### config.mk
export PLATFORM = sky130hd
export DESIGN_NAME = ro_counter_flat
export DESIGN_NICKNAME = d
export VERILOG_FILES = /design/src/rtl/ro_counter_pkg.sv /design/src/rtl/ro_counter_if.sv /design/src/rtl/ro_counter_sat_adder.sv /design/src/rtl/ro_counter.sv /design/src/flat_wrapper.sv
export SDC_FILE = /design/constraint.sdc
export NUM_CORES = 1
export LEC_CHECK = 0
export ABC_AREA = 1
export BUFFER_PORTS_ARGS = -buffer_cell sky130_fd_sc_hd__clkbuf_2
export CORE_MARGIN = 1.5
export CORE_UTILIZATION = 35
export DETAILED_ROUTE_END_ITERATION = 8
export SKIP_LAST_GASP = 1
export SYNTH_ARGS = -nofsm -noshare
export SYNTH_HDL_FRONTEND = slang
export SYNTH_SLANG_ARGS = --single-unit
export TNS_END_PERCENT = 50
### constraint.sdc
create_clock -name clk -period 5.8 [get_ports clk]
set_input_delay 0.87 -clock clk [delete_from_list [all_inputs] [get_ports clk]]
set_output_delay 0.87 -clock clk [all_outputs]
set_load 0.01 [all_outputs]
### src/rtl/ro_counter_pkg.sv
// Shared definitions for the ring-oscillator edge counter.
// Holds default parameter values and the default count word type.
package ro_counter_pkg;

    localparam int RO_M_DOUT_DEF = 16;
    localparam int RO_FRAC_W_DEF = 8;
    localparam int RO_INC_DEF    = 256;

    // Integer edge increment per cycle is 0..31, so 5 bits.
    localparam int RO_INC_INT_W  = 5;

    typedef logic [RO_M_DOUT_DEF-1:0] ro_count_t;

endpackage

### src/rtl/ro_counter_if.sv
// Monitor-facing bundle of one RO counter: window, select and count.
// master = process monitor (drives running/i_use), slave = counter.
interface ro_counter_if #(
    parameter int W = 16
);
    logic         running;
    logic         i_use;
    logic [W-1:0] count;

    modport master (
        output running,
        output i_use,
        input  count
    );

    modport slave (
        input  running,
        input  i_use,
        output count
    );

endinterface

### src/rtl/ro_counter_sat_adder.sv
// Saturating unsigned adder: y_o = min(a_i + b_i, 2^W - 1).
// Ports: a_i (W), b_i (IW), y_o (W), ovf_o = result pinned at all-ones.
module sat_adder #(
    parameter int W  = 16,
    parameter int IW = 5
) (
    input  logic [W-1:0]  a_i,
    input  logic [IW-1:0] b_i,
    output logic [W-1:0]  y_o,
    output logic          ovf_o
);

    // One bit wider than the wider operand so the carry is never lost.
    localparam int SW = (W + 1 > IW) ? W + 1 : IW + 1;

    logic [SW-1:0] a_w;
    logic [SW-1:0] b_w;
    logic [SW-1:0] sum_w;
    logic [SW-1:0] max_w;

    assign a_w   = {{(SW-W){1'b0}}, a_i};
    assign b_w   = {{(SW-IW){1'b0}}, b_i};
    assign max_w = {{(SW-W){1'b0}}, {W{1'b1}}};
    assign sum_w = a_w + b_w;

    assign ovf_o = (sum_w >= max_w);
    assign y_o   = (sum_w > max_w) ? {W{1'b1}} : sum_w[W-1:0];

endmodule

### src/rtl/ro_counter.sv
// Ring-oscillator edge counter modelled as a fixed-point edge rate.
// Ports: clk, rst (sync, active high), bus (slave: running, i_use -> count).
module ro_counter
    import ro_counter_pkg::*;
#(
    parameter int RO_M_DOUT = RO_M_DOUT_DEF,
    parameter int RO_FRAC_W = RO_FRAC_W_DEF,
    parameter int RO_INC    = RO_INC_DEF
) (
    input  logic         clk,
    input  logic         rst,
    ro_counter_if.slave  bus
);

    localparam int SUMW = RO_FRAC_W + RO_INC_INT_W;
    localparam logic [SUMW-1:0] INC_C = SUMW'(RO_INC);

    logic [RO_FRAC_W-1:0]    phase_q;
    logic [RO_FRAC_W-1:0]    phase_d;
    logic [RO_M_DOUT-1:0]    count_q;
    logic [RO_M_DOUT-1:0]    count_d;
    logic                    sat_q;
    logic                    sat_d;

    logic [SUMW-1:0]         sum;
    logic [RO_INC_INT_W-1:0] inc;
    logic [RO_M_DOUT-1:0]    add_y;
    logic                    add_ovf;

    // Whole edges fall out of the top of the phase accumulator.
    assign sum = {{RO_INC_INT_W{1'b0}}, phase_q} + INC_C;
    assign inc = sum[SUMW-1:RO_FRAC_W];

    sat_adder #(
        .W  (RO_M_DOUT),
        .IW (RO_INC_INT_W)
    ) u_sat_adder (
        .a_i   (count_q),
        .b_i   (inc),
        .y_o   (add_y),
        .ovf_o (add_ovf)
    );

    always_comb begin
        phase_d = phase_q;
        count_d = count_q;
        sat_d   = sat_q;
        if (!bus.i_use) begin
            phase_d = '0;
            count_d = '0;
            sat_d   = 1'b0;
        end else if (bus.running) begin
            phase_d = sum[RO_FRAC_W-1:0];
            // Once pinned, stay at all-ones until cleared.
            count_d = sat_q ? {RO_M_DOUT{1'b1}} : add_y;
            sat_d   = sat_q | add_ovf;
        end
    end

    always_ff @(posedge clk) begin
        if (rst) begin
            phase_q <= '0;
            count_q <= '0;
            sat_q   <= 1'b0;
        end else begin
            phase_q <= phase_d;
            count_q <= count_d;
            sat_q   <= sat_d;
        end
    end

    assign bus.count = count_q;

endmodule

### src/flat_wrapper.sv
// flat-port wrapper written by rule: the top's interface ports become plain ports
module ro_counter_flat import ro_counter_pkg::*;
#(
    parameter int RO_M_DOUT = RO_M_DOUT_DEF,
    parameter int RO_FRAC_W = RO_FRAC_W_DEF,
    parameter int RO_INC    = RO_INC_DEF
)
  (clk, rst, bus_running, bus_i_use, bus_count);
  ro_counter_if #(.W(16)) bus_i ();
  input  logic clk;
  input  logic rst;
  input wire logic [$bits(bus_i.running)-1:0] bus_running;
  input wire logic [$bits(bus_i.i_use)-1:0] bus_i_use;
  output wire logic [$bits(bus_i.count)-1:0] bus_count;
  assign bus_i.running = bus_running;
  assign bus_i.i_use = bus_i_use;
  assign bus_count = bus_i.count;
  ro_counter #(.RO_M_DOUT(RO_M_DOUT), .RO_FRAC_W(RO_FRAC_W), .RO_INC(RO_INC)) u_core (.clk(clk), .rst(rst), .bus(bus_i));
endmodule
==> impl_metrics.json <==
{
  "crit_fanout": 16,
  "die_width_um": 66.14,
  "dp_hpwl_um": 2473,
  "setup_viol": 0,
  "drtIter0Drc": 44,
  "vdd_ir_drop_max_mv": 0.06672,
  "grt_pass1_vias": 1227,
  "dr_total_vias": 1271,
  "core_um2": 3744,
  "antenna_found_initial": 0,
  "stdcell_count": 259,
  "dieArea_um2": 4374,
  "dpl_cell_area_um2": 1515,
  "ctsHoldBuffers": 0,
  "avgSynthCellArea_um2": 7.228,
  "crit_chain": "ha_1 -> nand3_2 -> inv_2 -> nand2_2 -> xnor2_1 -> nand2_1 -> nor2_1 -> nand3_1 -> nand2_4 -> a21oi_1",
  "synth-edff-count": 0,
  "crit_type": "register to register",
  "synth_nets": 199,
  "insertion_delay_ns": 0.26,
  "post_cts_buffers": 0,
  "numCtsBuffers": 3,
  "portBuffers": 19,
  "period_share_pct": 38.07,
  "timing.fmax_mhz": 452.9,
  "drc": 0,
  "syn_inst": 193,
  "maxCapViolCount": 0,
  "syn_to_final_growth_pct": 11.84,
  "crit_path_end_kind": "register",
  "cellPowerDensity_nw_per_um2": 162.2,
  "ys.flop_type": "dfxtp_1",
  "final.setup_skew_ns": 0.005401,
  "rsz0062_at_grt": "false",
  "critical_path.max_stage_delay_ns": 0.45,
  "worst_pin_slew_ns": 0.9516,
  "avgViaCountPerCell": 4.907,
  "gr-total-overflow": 0,
  "slowest_stage": "dfxtp_1",
  "cts_tree": "yes",
  "syn_area_um2": 1395,
  "cts_sinks": 17,
  "fillCellCount": 429,
  "period_needed_ns": 2.208,
  "setup_tns_ns": 0,
  "grtUsageTotal_pct": 17.26,
  "io_pins": 20,
  "wire_per_inst_um": 12.91,
  "synth_seq_area_share_pct": 24.39,
  "maxSlewHeadroom_pct": 36.32,
  "firstDrtPassIters": 4,
  "status": "complete, no violations",
  "fin_util_pct": 41.68,
  "cp.buffers_inverters": 1,
  "grt_start_max_net_pins": 19,
  "h-tree-depth": 1,
  "yosysWarnings": 0,
  "nNetsFinal": 218,
  "start_util_pct": 37.27,
  "ys_ff_latch": 17,
  "postCtsResizedCells": 0,
  "critPathArrivalTime_ns": 2.34,
  "diodes": 0,
  "cts_root_buf": "clkbuf_8",
  "crit_path_start_kind": "register",
  "p_leak_nw": 0.6405,
  "worstHoldPathType": "register to register",
  "drt-total-wl_um": 3343,
  "finalMaxSlewViolations": 0,
  "num_rows": 22,
  "grt_pass1_wl_um": 5685,
  "dp_cells": 255,
  "ys_async_sr_fraction_pct": 0,
  "critPathRequiredTime_ns": 5.93,
  "drive_gt1_share_pct": 27.96,
  "routabilityCongestion": 0.8032,
  "hold_viol": 0,
  "chipHeight_um": 66.14,
  "ant_nets": 0,
  "cts.clk_slew.worst_paths_ns": 0.07,
  "ctsLongestPathBuffers": 2,
  "critical-path-top-delay-family": "simple AND/OR/NAND/NOR gates",
  "synthDistinctLibCells": 28,
  "whs_ns": 0.6047,
  "final_design_area_no_fill_um2": 1560
}
-- worst register-to-register path, stage by stage, from the launching register on --
cell	delay (ns)
dfxtp_1	0.45
ha_1	0.27
nand3_2	0.14
inv_2	0.11
nand2_2	0.06
xnor2_1	0.22
nand2_1	0.11
nor2_1	0.12
nand3_1	0.14
nand2_4	0.33
a21oi_1	0.12
-- path summary, 6_finish.rpt --
| path | startpoint | end | depth (start not counted) | slack [ns] |
|---|---|---|---|---|
| worst max-delay path | u_core.bus.count[1]$_SDFFE_PP0P_ | u_core.bus.count[8]$_SDFFE_PP0P_ | 10 | 3.59 |
| worst min-delay path | u_core.bus.count[11]$_SDFFE_PP0P_ | u_core.bus.count[11]$_SDFFE_PP0P_ | 2 | 0.60 |
| worst max register to register | u_core.bus.count[1]$_SDFFE_PP0P_ | u_core.bus.count[8]$_SDFFE_PP0P_ | 10 | 3.59 |
| worst min register to register | u_core.bus.count[11]$_SDFFE_PP0P_ | u_core.bus.count[11]$_SDFFE_PP0P_ | 2 | 0.60 |
-- cell usage after synthesis (2+ instances only) --
library cell	count	area (um2)
nand2_4	3	33.78
clkbuf_1	3	11.26
ha_1	2	25.02
nor2_4	3	33.78
nor2_2	5	31.28
a21oi_4	10	162.7
a21oi_1	7	35.03
xnor2_1	2	17.52
o21ai_0	16	80.08
nor3_1	6	30.03
nand4_1	6	37.54
nand2_1	41	153.9
inv_1	17	63.81
a211oi_1	3	22.52
nor2_1	20	75.07
nand3_1	11	55.05
nand3_2	4	40.04
nand2_2	7	43.79
dfxtp_1	17	340.3
inv_2	2	7.510
-- metal layers --
layer  track usage [%]  wire length, um  vias to the layer above
met5                 0                0                        -
met4             8.929               81                        0
met3             2.896              124                        7
met2             28.00             1538                       24
met1             21.78             1599                      569
li1                  -                -                      671
-- flip-flops by register name, summed over array words and instances, names as in the netlist --
name and count:
u_core.bus.count 16, u_core.sat_q 1
-- metrics by stage --
stage | setup WS, ns | power (mW)
6_report | 3.592 | 0.2531
5_1_grt | 3.322 | 0.2676
4_1_cts | 3.570 | 0.2569
3_5_place_dp | 3.515 | 0.1645
3_3_place_gp | 3.548 | 0.1642
2_1_floorplan | 3.868 | 0.1539
-- kinds of logic (layout without fill, tap and decap cells) --
group,after synthesis,in the layout,share of synthesized area (%)
compound gates,40,40,24.57
flops,17,17,24.39
xor+xnor,3,3,1.884
buf+inv,24,42,7.623
simple gates,107,107,39.73
fa+ha+maj,2,2,1.793
-- layout make-up --
class                   count  area, um2  area share, %
clock buffers               4      45.04          2.887
repair buffers             19      95.09          6.095
flip-flops and latches     17      340.3          21.81
inverters                  19      71.32          4.571
well taps                  48      60.06          3.849
multi-input cells         152      948.4          60.79
-- where the power goes --
part	switching, mW	internal [mW]
sequential	0.00645	0.121
combinational	0.0218	0.0127
clock	0.0426	0.0489
total	0.0709	0.182
-- layout by cell type (no fill, tap or decap), types with 4 or more instances in the layout --
| master | Yosys | final |
|---|---|---|
| nor2_2 | 5 | 5 |
| a21oi_1 | 7 | 7 |
| nor3_1 | 6 | 6 |
| o21ai_0 | 16 | 16 |
| nand4_1 | 6 | 6 |
| nand3_2 | 4 | 4 |
| clkbuf_2 | 0 | 19 |
| nand2_1 | 41 | 41 |
| nand2_2 | 7 | 7 |
| a21oi_4 | 10 | 10 |
| nor2_1 | 20 | 20 |
| inv_1 | 17 | 17 |
| nand3_1 | 11 | 11 |
| dfxtp_1 | 17 | 17 |
No activity file was read; power rests on OpenSTA's default activity.
